**src/rtl/steer_en_ctrl.sv**
```systemverilog
// steer_en_ctrl: rider detect / steer enable FSM with load-cell comparators, settle timer and step-off debounce
module steer_en_ctrl #(
  parameter int LD_W = 12,
  parameter int MIN_RIDER_WT = 'h200,
  parameter int HYST = 'h040,
  parameter int SETTLE_CNT = 65000000,
  parameter int OFF_CNT = 2500000
) (
  input  logic            clk,
  input  logic            rst,
  input  logic [LD_W-1:0] lft_ld,
  input  logic [LD_W-1:0] rght_ld,
  input  logic            ld_vld,
  output logic            en_steer,
  output logic            rider_off,
  output logic            tmr_full,
  output logic [1:0]      steer_state
);
  localparam int SW = LD_W + 1;
  localparam int TW = $clog2(SETTLE_CNT + 1);
  localparam logic [SW-1:0] GT_TH = SW'(MIN_RIDER_WT + HYST);
  localparam logic [SW-1:0] LT_TH = SW'(MIN_RIDER_WT - HYST);
  typedef enum logic [1:0] {IDLE, WAIT, STEER, STEER_OFF} state_t;
  state_t st, nxt;
  logic [LD_W-1:0] lft_r, rght_r, diff;
  logic [SW-1:0] sum;
  logic [TW-1:0] tmr;
  logic clr, sum_gt_min, sum_lt_min, diff_gt_1_4, diff_gt_15_16;
  assign sum = {1'b0, lft_r} + {1'b0, rght_r};
  assign diff = lft_r >= rght_r ? lft_r - rght_r : rght_r - lft_r;
  assign sum_gt_min = sum > GT_TH;
  assign sum_lt_min = sum < LT_TH;
  assign diff_gt_1_4 = {1'b0, diff} > (sum >> 2);
  assign diff_gt_15_16 = {1'b0, diff} > (sum - (sum >> 4));
  assign tmr_full = tmr == TW'(SETTLE_CNT);
  assign en_steer = st == STEER || st == STEER_OFF;
  assign rider_off = st == IDLE;
  assign steer_state = st;
  always_ff @(posedge clk) begin
    if (rst) begin
      lft_r <= '0;
      rght_r <= '0;
    end else if (ld_vld) begin
      lft_r <= lft_ld;
      rght_r <= rght_ld;
    end
  end
  always_ff @(posedge clk) begin
    if (rst) st <= IDLE;
    else st <= nxt;
  end
  always_ff @(posedge clk) begin
    if (rst || clr) tmr <= '0;
    else if ((st == WAIT || st == STEER_OFF) && !tmr_full) tmr <= tmr + 1'b1;
  end
  always_comb begin
    nxt = st;
    clr = 1'b0;
    case (st)
      IDLE: begin
        clr = sum_gt_min;
        nxt = sum_gt_min ? WAIT : IDLE;
      end
      WAIT: begin
        clr = !sum_lt_min && diff_gt_1_4;
        nxt = sum_lt_min ? IDLE : (!diff_gt_1_4 && tmr_full) ? STEER : WAIT;
      end
      STEER: begin
        clr = sum_lt_min || diff_gt_15_16;
        nxt = sum_lt_min ? STEER_OFF : diff_gt_15_16 ? WAIT : STEER;
      end
      STEER_OFF: begin
        clr = !sum_lt_min && diff_gt_15_16;
        nxt = sum_lt_min ? (tmr == TW'(OFF_CNT - 1) ? IDLE : STEER_OFF) : diff_gt_15_16 ? WAIT : STEER;
      end
      default: nxt = IDLE;
    endcase
  end
endmodule

```
**config.mk**
```make
export PLATFORM = sky130hd
export DESIGN_NAME = steer_en_ctrl
export DESIGN_NICKNAME = d
export VERILOG_FILES = /design/src/rtl/steer_en_ctrl.sv
export SDC_FILE = /design/constraint.sdc
export NUM_CORES = 1
export LEC_CHECK = 0
export BUFFER_PORTS_ARGS = -buffer_cell sky130_fd_sc_hd__buf_2
export CORE_MARGIN = 2
export CORE_UTILIZATION = 40
export CTS_CLUSTER_SIZE = 8
export DETAILED_ROUTE_END_ITERATION = 10
export GPL_ROUTABILITY_DRIVEN = 1
export PLACE_DENSITY_LB_ADDON = 0.2
export SETUP_SLACK_MARGIN = 0.05
export SYNTH_ARGS = -nofsm -noshare
export SYNTH_HDL_FRONTEND = slang
export SYNTH_SLANG_ARGS = --single-unit
```
**constraint.sdc**
```tcl
create_clock -name clk -period 6.5 [get_ports clk]
set_input_delay 1.3 -clock clk [delete_from_list [all_inputs] [get_ports clk]]
set_output_delay 1.3 -clock clk [all_outputs]
set_load 0.1 [all_outputs]
```
### Yosys cells after proc, flatten, opt, wreduce, memory -nomap -nowiden

Index checks and enable logic that the tools add are counted.

| cells by class | value |
|---|---|
| magnitude comparators | 5 |
| reductions and logical operators | 12 |
| $add $sub $neg | 5 |
| equality and inequality tests | 5 |
| mux-type cells | 10 |

Operators with widths:

| kind | number |
|---|---|
| 26-bit by 1-bit adder with 26-bit output (second input constant) | 1 |
| 26-bit by 22-bit equality test with 1-bit output (second input constant) | 1 |
| 26-bit equality test (second input constant) | 1 |
| 12-bit subtractor | 2 |
| 12-bit by 12-bit adder with 13-bit output | 1 |
| 12-bit by 13-bit > comparator with 1-bit output | 1 |
| 13-bit by 10-bit > comparator with 1-bit output (second input constant) | 1 |
| 13-bit by 9-bit less-than comparator with 1-bit output (second input constant) | 1 |
| 13-bit by 9-bit subtractor with 13-bit output | 1 |
| 12-bit >= comparator | 1 |
| 12-bit by 11-bit > comparator with 1-bit output | 1 |
| 12-bit 2-to-1 mux | 1 |
| 2-bit 2-to-1 mux | 6 |
| 2-bit one-hot mux with 4 select lines | 1 |
| 2-bit equality test (second input constant) | 2 |
| 1-bit logical AND | 4 |
| 1-bit logical OR | 4 |
| 1-bit one-hot mux with 4 select lines | 1 |
| 1-bit logical NOT | 3 |
| 2-bit by 1-bit equality test with 1-bit output (second input constant) | 1 |
| 2-bit logical NOT | 1 |
| 1-bit 2-to-1 mux | 1 |

| word-level totals | value |
|---|---|
| flip-flop bits (word level) | 52 |
| logic and storage cells | 41 |
| output and inout bits | 5 |
| bits of input ports | 27 |

### Logic depth before layout (Yosys ltp)

Gate-level depths: netlist of run 1.

| logic depth | value |
|---|---|
| word-level depth | 8 |
| mapped depth | 27 |
| depth with buffers taken out | 25 |

### Worst setup path before layout of run 1

OpenSTA, ideal clock, no wires.

| timing path | value |
|---|---|
| path kind | register to register |
| start point | register lft_r[1] |
| end point | register tmr[11] |
| required time | 6385 ps |
| path buffers | 1 |
| stages on the path, launching flop included | 26 |
| library setup time | 115 ps |
| arrival time | 5068 ps |
| period minus slack after synthesis | 5182 ps |
| slack | 1318 ps |
| cells stage by stage | dfxtp_1 inv_1 ha_1 nand2b_1 a2111o_1 and2_1 xnor2_1 ha_1 a21o_1 a21oi_1 o41ai_1 a21o_1 a21oi_1 nor2_1 o21ai_0 nand2_1 xnor2_1 ha_1 and3_1 a221oi_1 a31oi_1 o21ai_0 mux2i_1 a2bb2oi_4 buf_6 nor2_1 |

| on the way | value |
|---|---|
| longest elaborated chain between the ends | 6 |
| elaborated cells between the ends (all ways) | 16 |
| those cells by class | 4 x add/sub; 5 x order compare; 2 x mux; 5 x reduce/logical |

RTL lines:

| element | RTL line | text |
|---|---|---|
| start: declaration | 25 | `logic [LD_W-1:0] lft_r, rght_r, diff;` |
| start signal: assignment | 44 | `lft_r <= lft_ld;` |
| 12-bit by 12-bit adder with 13-bit output (tied with other cells) | 29 | `assign sum = {1'b0, lft_r} + {1'b0, rght_r};` |
| 13-bit by 9-bit subtractor with 13-bit output (tied with other cells) | 34 | `assign diff_gt_15_16 = {1'b0, diff} > (sum - (sum >> 4));` |
| 12-bit by 13-bit > comparator with 1-bit output (tied with other cells) | 34 |  |
| 1-bit logical AND (tied with other cells) | 73 | `clr = !sum_lt_min && diff_gt_15_16;` |
| 1-bit one-hot mux with 4 select lines (*) | 59 | `case (st)` |
| 1-bit logical OR (*) | 53 | `if (rst \|\| clr) tmr <= '0;` |
| end signal: assignment | 54 | `else if ((st == WAIT \|\| st == STEER_OFF) && !tmr_full) tmr <= tmr + 1'b1;` |
| end: declaration | 27 | `logic [TW-1:0] tmr;` |

Mark *: on every way between the ends. The rest lies on a longest branch, timed or not.
A chain may end at the register's enable or synchronous reset.

### Worst setup path after layout of run 1

| timing path | value |
|---|---|
| start point | register lft_r[2] |
| end point | register tmr[22] |

Same word-level chain as after synthesis.

==> summary.txt, run 1 <==
Area leader, netlist -> dfxtp_1
Sink Count -> 52
Vias -> 4474
Post-CTS Setup Repair Bufs -> 0
Min Tclk post-route -> 5.91 ns
Most frequent cells in the layout -> nor2_1 (82), ha_1 (66), inv_1 (54)
Post-synthesis cell count -> 638
Max VDD drop -> 0.000132 V
RSZ-0062 raised after global routing -> no
DP HPWL -> 9800 µm
Worst Hold Depth -> 2
Fmax -> 0.169 GHz
Final setup violation count -> 0
Initial DRC count -> 252
Remaining DRCs -> 0
# resized after CTS -> 0
Largest cells by area after synthesis -> dfxtp_1 (20%), ha_1 (16%), mux2i_1 (6.5%)
Drt first pass iters -> 5
Area of placed instances -> 5500 µm²
Post-Syn Area -> 5250 µm²
Design area -> 5700 µm²
Worst min-delay path class -> flip-flop to flip-flop
Sequential cell area fraction in the yosys report -> 0.198
DR WL/cell -> 14.9 µm
Later-pin clock latency in the skew report -> 0.29 ns
Crit end category -> flip-flop
Netlist cell types -> 72
Fin worst setup slack -> 0.589 ns
Share of cells above drive strength 1 -> 0.110
Layout Nets -> 751
Fin. max-slew vios -> 0
Worst r2r dst -> tmr[22]
Initial antenna violation count -> 0
Die Footprint -> 14100 µm²
Final Cycle Share -> 0.909
Initial Util -> 0.413
Die Ht -> 119 µm
Area growth syn-to-layout -> 8.58%
Pre-CTS WS -> 0.359 ns
CTS tree -> built
Synth warnings -> 0
Tot GR Track Use -> 0.173
Gr ovfl total -> 0
Detail Route Antenna Nets -> 0
Leakage power -> 2.51 nW
H-tree Lvls -> 2
Vias per cell -> 5.41
CP max FO -> 13
Core ar. -> 12700 µm²
Post-synth EDFFs -> 0
CTS Buf Count -> 5
Mapped Avg Cell Area -> 8.23 µm²
Clock skew -> 0.00335 ns
Cells on worst reg2reg path -> 24
Hold Path End -> tmr[1]
Worst path arrival time -> 6.08 ns
Final hold vios -> 0
Worst-margin pin slew -> 0.666 ns
Final std cells w/o fill -> 827
Status -> complete, no violations
IO Count -> 32
Hold Buf Count CTS -> 0
TNS Setup -> 0 ns
Pin count of the biggest net entering global routing -> 29
First-pass GRT wire length -> 20500 µm
Async S/R FF share, synth -> 0
Post-synthesis register bit count -> 52
Commonest non-fill, non-tap cell in the layout -> nor2_1
Clock slew at reported path FFs -> 0.07 ns
Number of global-route vias before repair -> 4292
Power Density -> 255 nW/µm²
Root Buffer Master -> clkbuf_16
Total wire length -> 12300 µm
Min-Delay Startpoint -> tmr[1]
Ys flop type -> dfxtp_1
Die width -> 119 µm
Max-slew headroom -> 0.556
Share of the synthesized area in the top cell type -> 0.198
Setup CP Type -> flip-flop to flip-flop
Cells after DPL -> 818
Diode count -> 0
R2r setup slk -> 0.59 ns
Row count -> 41
RD Place Congestion -> 0.905
MaxCap Viol Count -> 0
Net Count, Synth -> 735
Startpoint Class -> flip-flop
Critical path data required time -> 6.67 ns
Port bufs -> 31
R2R Path Start -> lft_r[2]
Longest Clk Path Bufs -> 2
==> layer usage <==
layer	track usage	wire (µm)
met1	0.253	6580
met2	0.269	5190
met5	0	0
met3	0.0174	387
met4	0.0454	189
==> cell usage after synthesis, types with 4 or more instances <==
cell,instances
mux2i_1,34
clkbuf_1,8
a221oi_1,4
inv_1,54
o21ai_0,14
dfxtp_1,52
nand2_1,33
nand2b_1,8
a31oi_1,7
nand3_1,14
a21o_1,11
a21oi_1,33
and2_1,7
xnor2_1,32
inv_2,5
nor2_1,82
o211ai_1,6
and3_1,9
buf_2,10
nand4_1,16
ha_1,66
nor3_1,6
nor4_1,4
nor2b_1,10
xor2_1,25
a211oi_1,5
fa_1,4
==> worst max-delay path by stage <==
| stage | start | to | slack [ns] | cells after the start |
|---|---|---|---|---|
| after floorplan | lft_r[1] | tmr[11] | 1.32 | 25 |
| after global routing | lft_r[1] | tmr[13] | 0.13 | 24 |
| after global placement | lft_r[2] | tmr[1] | 0.68 | 24 |
| after detailed placement | lft_r[1] | tmr[11] | 0.36 | 24 |
| after CTS | lft_r[1] | tmr[11] | 0.34 | 24 |
| final | lft_r[2] | tmr[22] | 0.59 | 24 |
==> power by group <==
group          total (mW)  leakage [nW]  internal [mW]  switching, mW
Combinational       0.801          2.01          0.335          0.467
Sequential          0.350         0.424          0.332         0.0184
Clock               0.303        0.0815          0.183          0.120
==> kinds of logic (layout without fill, tap and decap cells) <==
| kind of cell | count (synthesis) | in the layout | share of synthesized area |
|---|---|---|---|
| AND/OR/NAND/NOR | 211 | 211 | 0.203 |
| buffers and inverters | 85 | 101 | 0.0698 |
| XOR/XNOR | 61 | 61 | 0.111 |
| adder cells (fa/ha/maj) | 71 | 71 | 0.174 |
| multiplexers | 36 | 36 | 0.0691 |
| AO/OA/AOI/OAI | 122 | 123 | 0.175 |
| flip-flops | 52 | 52 | 0.198 |
==> state kept, by name, summed over array words and instances (netlist names) <==
register     flops
tmr             26
steer_state      2
rght_r          12
lft_r           12
==> stage by stage <==
| step | hold WS [ns] | power [mW] | utilization |
|---|---|---|---|
| final | 0.553 | 1.45 | 0.448 |
| after global routing | 0.581 | 1.57 | 0.448 |
| after CTS | 0.556 | 1.44 | 0.445 |
| after detailed placement | 0.540 | 1.13 | 0.432 |
| after global placement | 0.517 | 1.10 | 0.432 |
| after floorplan | 0.488 | 0.979 | - |
==> worst max-delay path, cell delays in order, from the launching register on <==
cell       delay [ns]
dfxtp_1          0.38
inv_1            0.06
ha_1             0.45
nor2b_1          0.22
a2111o_1         0.47
and2_1           0.21
xnor2_2          0.27
ha_1             0.30
a21o_1           0.18
a21oi_1          0.22
o41ai_1          0.16
a21o_1           0.18
a21oi_1          0.21
nor2_1           0.08
o21ai_0          0.25
nand2_1          0.11
xnor2_1          0.14
ha_1             0.31
and3_1           0.18
a221oi_1         0.07
a31oi_1          0.25
o21ai_0          0.17
mux2i_2          0.43
a2bb2oi_4        0.41
nor2_1           0.10
==> area by class of cell <==
class	instances	area, µm²
clock inverter	2	38.8
inverter	60	226
clock buffer	6	129
sequential	52	1040
timing repair buffer	33	170
tap	172	215
multi-input combinational	502	3880
fill	1290	7020
Power figures use the tool's default switching activity.
==> run 2, diff against run 1 <==
- CTS_BUF_LIST: unset -> sky130_fd_sc_hd__clkbuf_16
==> run 2 against run 1 <==
Compared with the run above: clock-buffer cell count shrank 1; design area is the same; wire length is essentially flat; clock power is essentially flat; combinational power is essentially flat; fmax is essentially flat; setup slack lost 0.0037 ns; via count shrank 0.11%; register-to-register slack is essentially flat; die area is the same; largest cell class unchanged; largest power group unchanged.
==> summary.txt, run 2 (synthesis gave the netlist of run 1 again) <==
Status -> complete, no violations
Die width -> 119 µm (unchanged)
Die Footprint -> 14100 µm² (unchanged)
Tot GR Track Use -> 0.173 (unchanged)
Clk pwr share -> 0.208 (about the same)
Min-Delay Startpoint -> tmr[1]
Most frequent cells in the layout -> nor2_1 (82), ha_1 (66), inv_1 (55)
R2R Path Start -> lft_r[2]
Row count -> 41 (unchanged)
RD Place Congestion -> 0.905 (unchanged)
CTS Buf Count -> 5 (unchanged)
Longest Clk Path Bufs -> 2 (unchanged)
Critical path data required time -> 6.67 ns (about the same)
Commonest non-fill, non-tap cell in the layout -> nor2_1
CP max FO -> 13 (unchanged)
Fin. max-slew vios -> 0 (unchanged)
Fin worst setup slack -> 0.585 ns (-0.00373 ns)
CTS tree -> built
Vias -> 4469 (-0.11%)
Max reg flops -> 26 (unchanged)
Fillcell total -> 1290 (unchanged)
Largest Register -> tmr
Worst setup path startpoint -> lft_r[2]
Detail Route Antenna Nets -> 0 (unchanged)
Crit end category -> flip-flop
Drt first pass iters -> 5 (unchanged)
Sw Ratio -> 0.416 (+0.000476)
TNS Setup -> 0 ns (unchanged)
Port bufs -> 31 (unchanged)
Setup CP Type -> flip-flop to flip-flop
Initial DRC count -> 236 (-6.3%)
Total wire length -> 12400 µm (about the same)
Remaining DRCs -> 0 (unchanged)
Worst path arrival time -> 6.08 ns (about the same)
H-tree Lvls -> 2 (unchanged)
Clock skew -> 0.00330 ns (-0.0000594 ns)
Clock slew at reported path FFs -> 0.07 ns (about the same)
Leakage power -> 2.51 nW (+0.17%)
DP HPWL -> 9800 µm (unchanged)
Min Tclk post-route -> 5.91 ns (+0.00373 ns)
Core ar. -> 12700 µm² (unchanged)
Cells on worst reg2reg path -> 24 (unchanged)
Post-layout util -> 0.448 (unchanged)
Fmax -> 0.169 GHz (about the same)
MaxCap Viol Count -> 0 (unchanged)
Int Power -> 0.848 mW (-0.19%)
Pre-CTS WS -> 0.359 ns (unchanged)
Reg power frac -> 0.241 (about the same)
Number of global-route vias before repair -> 4291 (-0.023%)
Startpoint Class -> flip-flop
Worst-margin pin slew -> 0.666 ns (+0.0000228 ns)
Area growth syn-to-layout -> 8.58% (unchanged)
Final setup violation count -> 0 (unchanged)
Initial Util -> 0.413 (unchanged)
Top flop regs -> tmr x26, lft_r x12, rght_r x12
Later-pin clock latency in the skew report -> 0.29 ns (about the same)
Worst min-delay path class -> flip-flop to flip-flop
Final hold vios -> 0 (unchanged)
Root Buffer Master -> clkbuf_16
Worst Hold Depth -> 2 (unchanged)
Diode count -> 0 (unchanged)
Switching pwr -> 0.605 mW (about the same)
Final Cycle Share -> 0.910 (about the same)
Max VDD drop -> 0.000132 V (about the same)
First-pass GRT wire length -> 20500 µm (about the same)
Power Density -> 255 nW/µm² (-0.11%)
Pin count of the biggest net entering global routing -> 29 (unchanged)
Gr ovfl total -> 0 (unchanged)
Part of the power in combinational logic -> 0.551 (about the same)
Share of cells above drive strength 1 -> 0.110 (unchanged)
Vias per cell -> 5.40 (-0.11%)
Initial antenna violation count -> 0 (unchanged)
RSZ-0062 raised after global routing -> no
Die Ht -> 119 µm (unchanged)
Layout Nets -> 751 (unchanged)
Sink Count -> 52 (unchanged)
IO Count -> 32 (unchanged)
DR WL/cell -> 14.9 µm (about the same)
Max-slew headroom -> 0.556 (about the same)
run 2: worst max-delay path, stage by stage (launching register included):
cell and delay (ns):
dfxtp_1 0.38, inv_1 0.06, ha_1 0.45, nor2b_1 0.22
a2111o_1 0.48, and2_1 0.21, xnor2_2 0.27, ha_1 0.30
a21o_1 0.18, a21oi_1 0.22, o41ai_1 0.16, a21o_1 0.18
a21oi_1 0.21, nor2_1 0.08, o21ai_0 0.25, nand2_1 0.11
xnor2_1 0.14, ha_1 0.31, and3_1 0.18, a221oi_1 0.07
a31oi_1 0.25, o21ai_0 0.17, mux2i_2 0.43, a2bb2oi_4 0.40
nor2_1 0.10
run 2: final timing paths:
path              endpoint  slack (ns)
setup reg to reg   tmr[22]        0.59
hold reg to reg     tmr[1]        0.55
hold / removal      tmr[1]        0.55
setup / recovery   tmr[22]        0.59
run 2: power groups by stage:
| stage | clock network, mW | registers, mW | logic (mW) |
|---|---|---|---|
| 6_report | 0.302 | 0.350 | 0.801 |
| 5_1_grt | 0.324 | 0.353 | 0.892 |
| 4_1_cts | 0.309 | 0.350 | 0.774 |
| 3_5_place_dp | 0 | 0.358 | 0.768 |
| 3_3_place_gp | 0 | 0.356 | 0.747 |
| 2_1_floorplan | 0 | 0.368 | 0.610 |
run 2: final cells by class:
type / count / area [µm²] / share of cell area
clock buffers: 5 / 125 / 0.0219
clock inverters: 3 / 42.5 / 0.00746
inverters: 60 / 226 / 0.0397
multi-input cells: 502 / 3880 / 0.681
flip-flops and latches: 52 / 1040 / 0.183
well taps: 172 / 215 / 0.0377
repair buffers: 33 / 170 / 0.0298
run 2: timing repair:
item,in CTS,in global routing
setup endpoints to repair,0,26
hold buffers,0,0
gates resized for setup,0,3
setup buffers,0,0
run 2: per-layer routing:
layer,share of wire,track usage,wire length [µm]
met1,0.53,0.254,6600
met2,0.42,0.268,5200
met3,0.030,0.0174,372
met4,0.015,0.0454,189
met5,0,0,0
run 2: per-stage QoR:
step	hold slack [ns]	area [µm²]	total power, mW	instances
floorplan	0.488	5250	0.979	638
global route	0.581	5700	1.57	827
finish	0.553	5700	1.45	827
detailed placement	0.540	5500	1.13	818
CTS	0.556	5670	1.43	826
global placement	0.517	5500	1.10	818
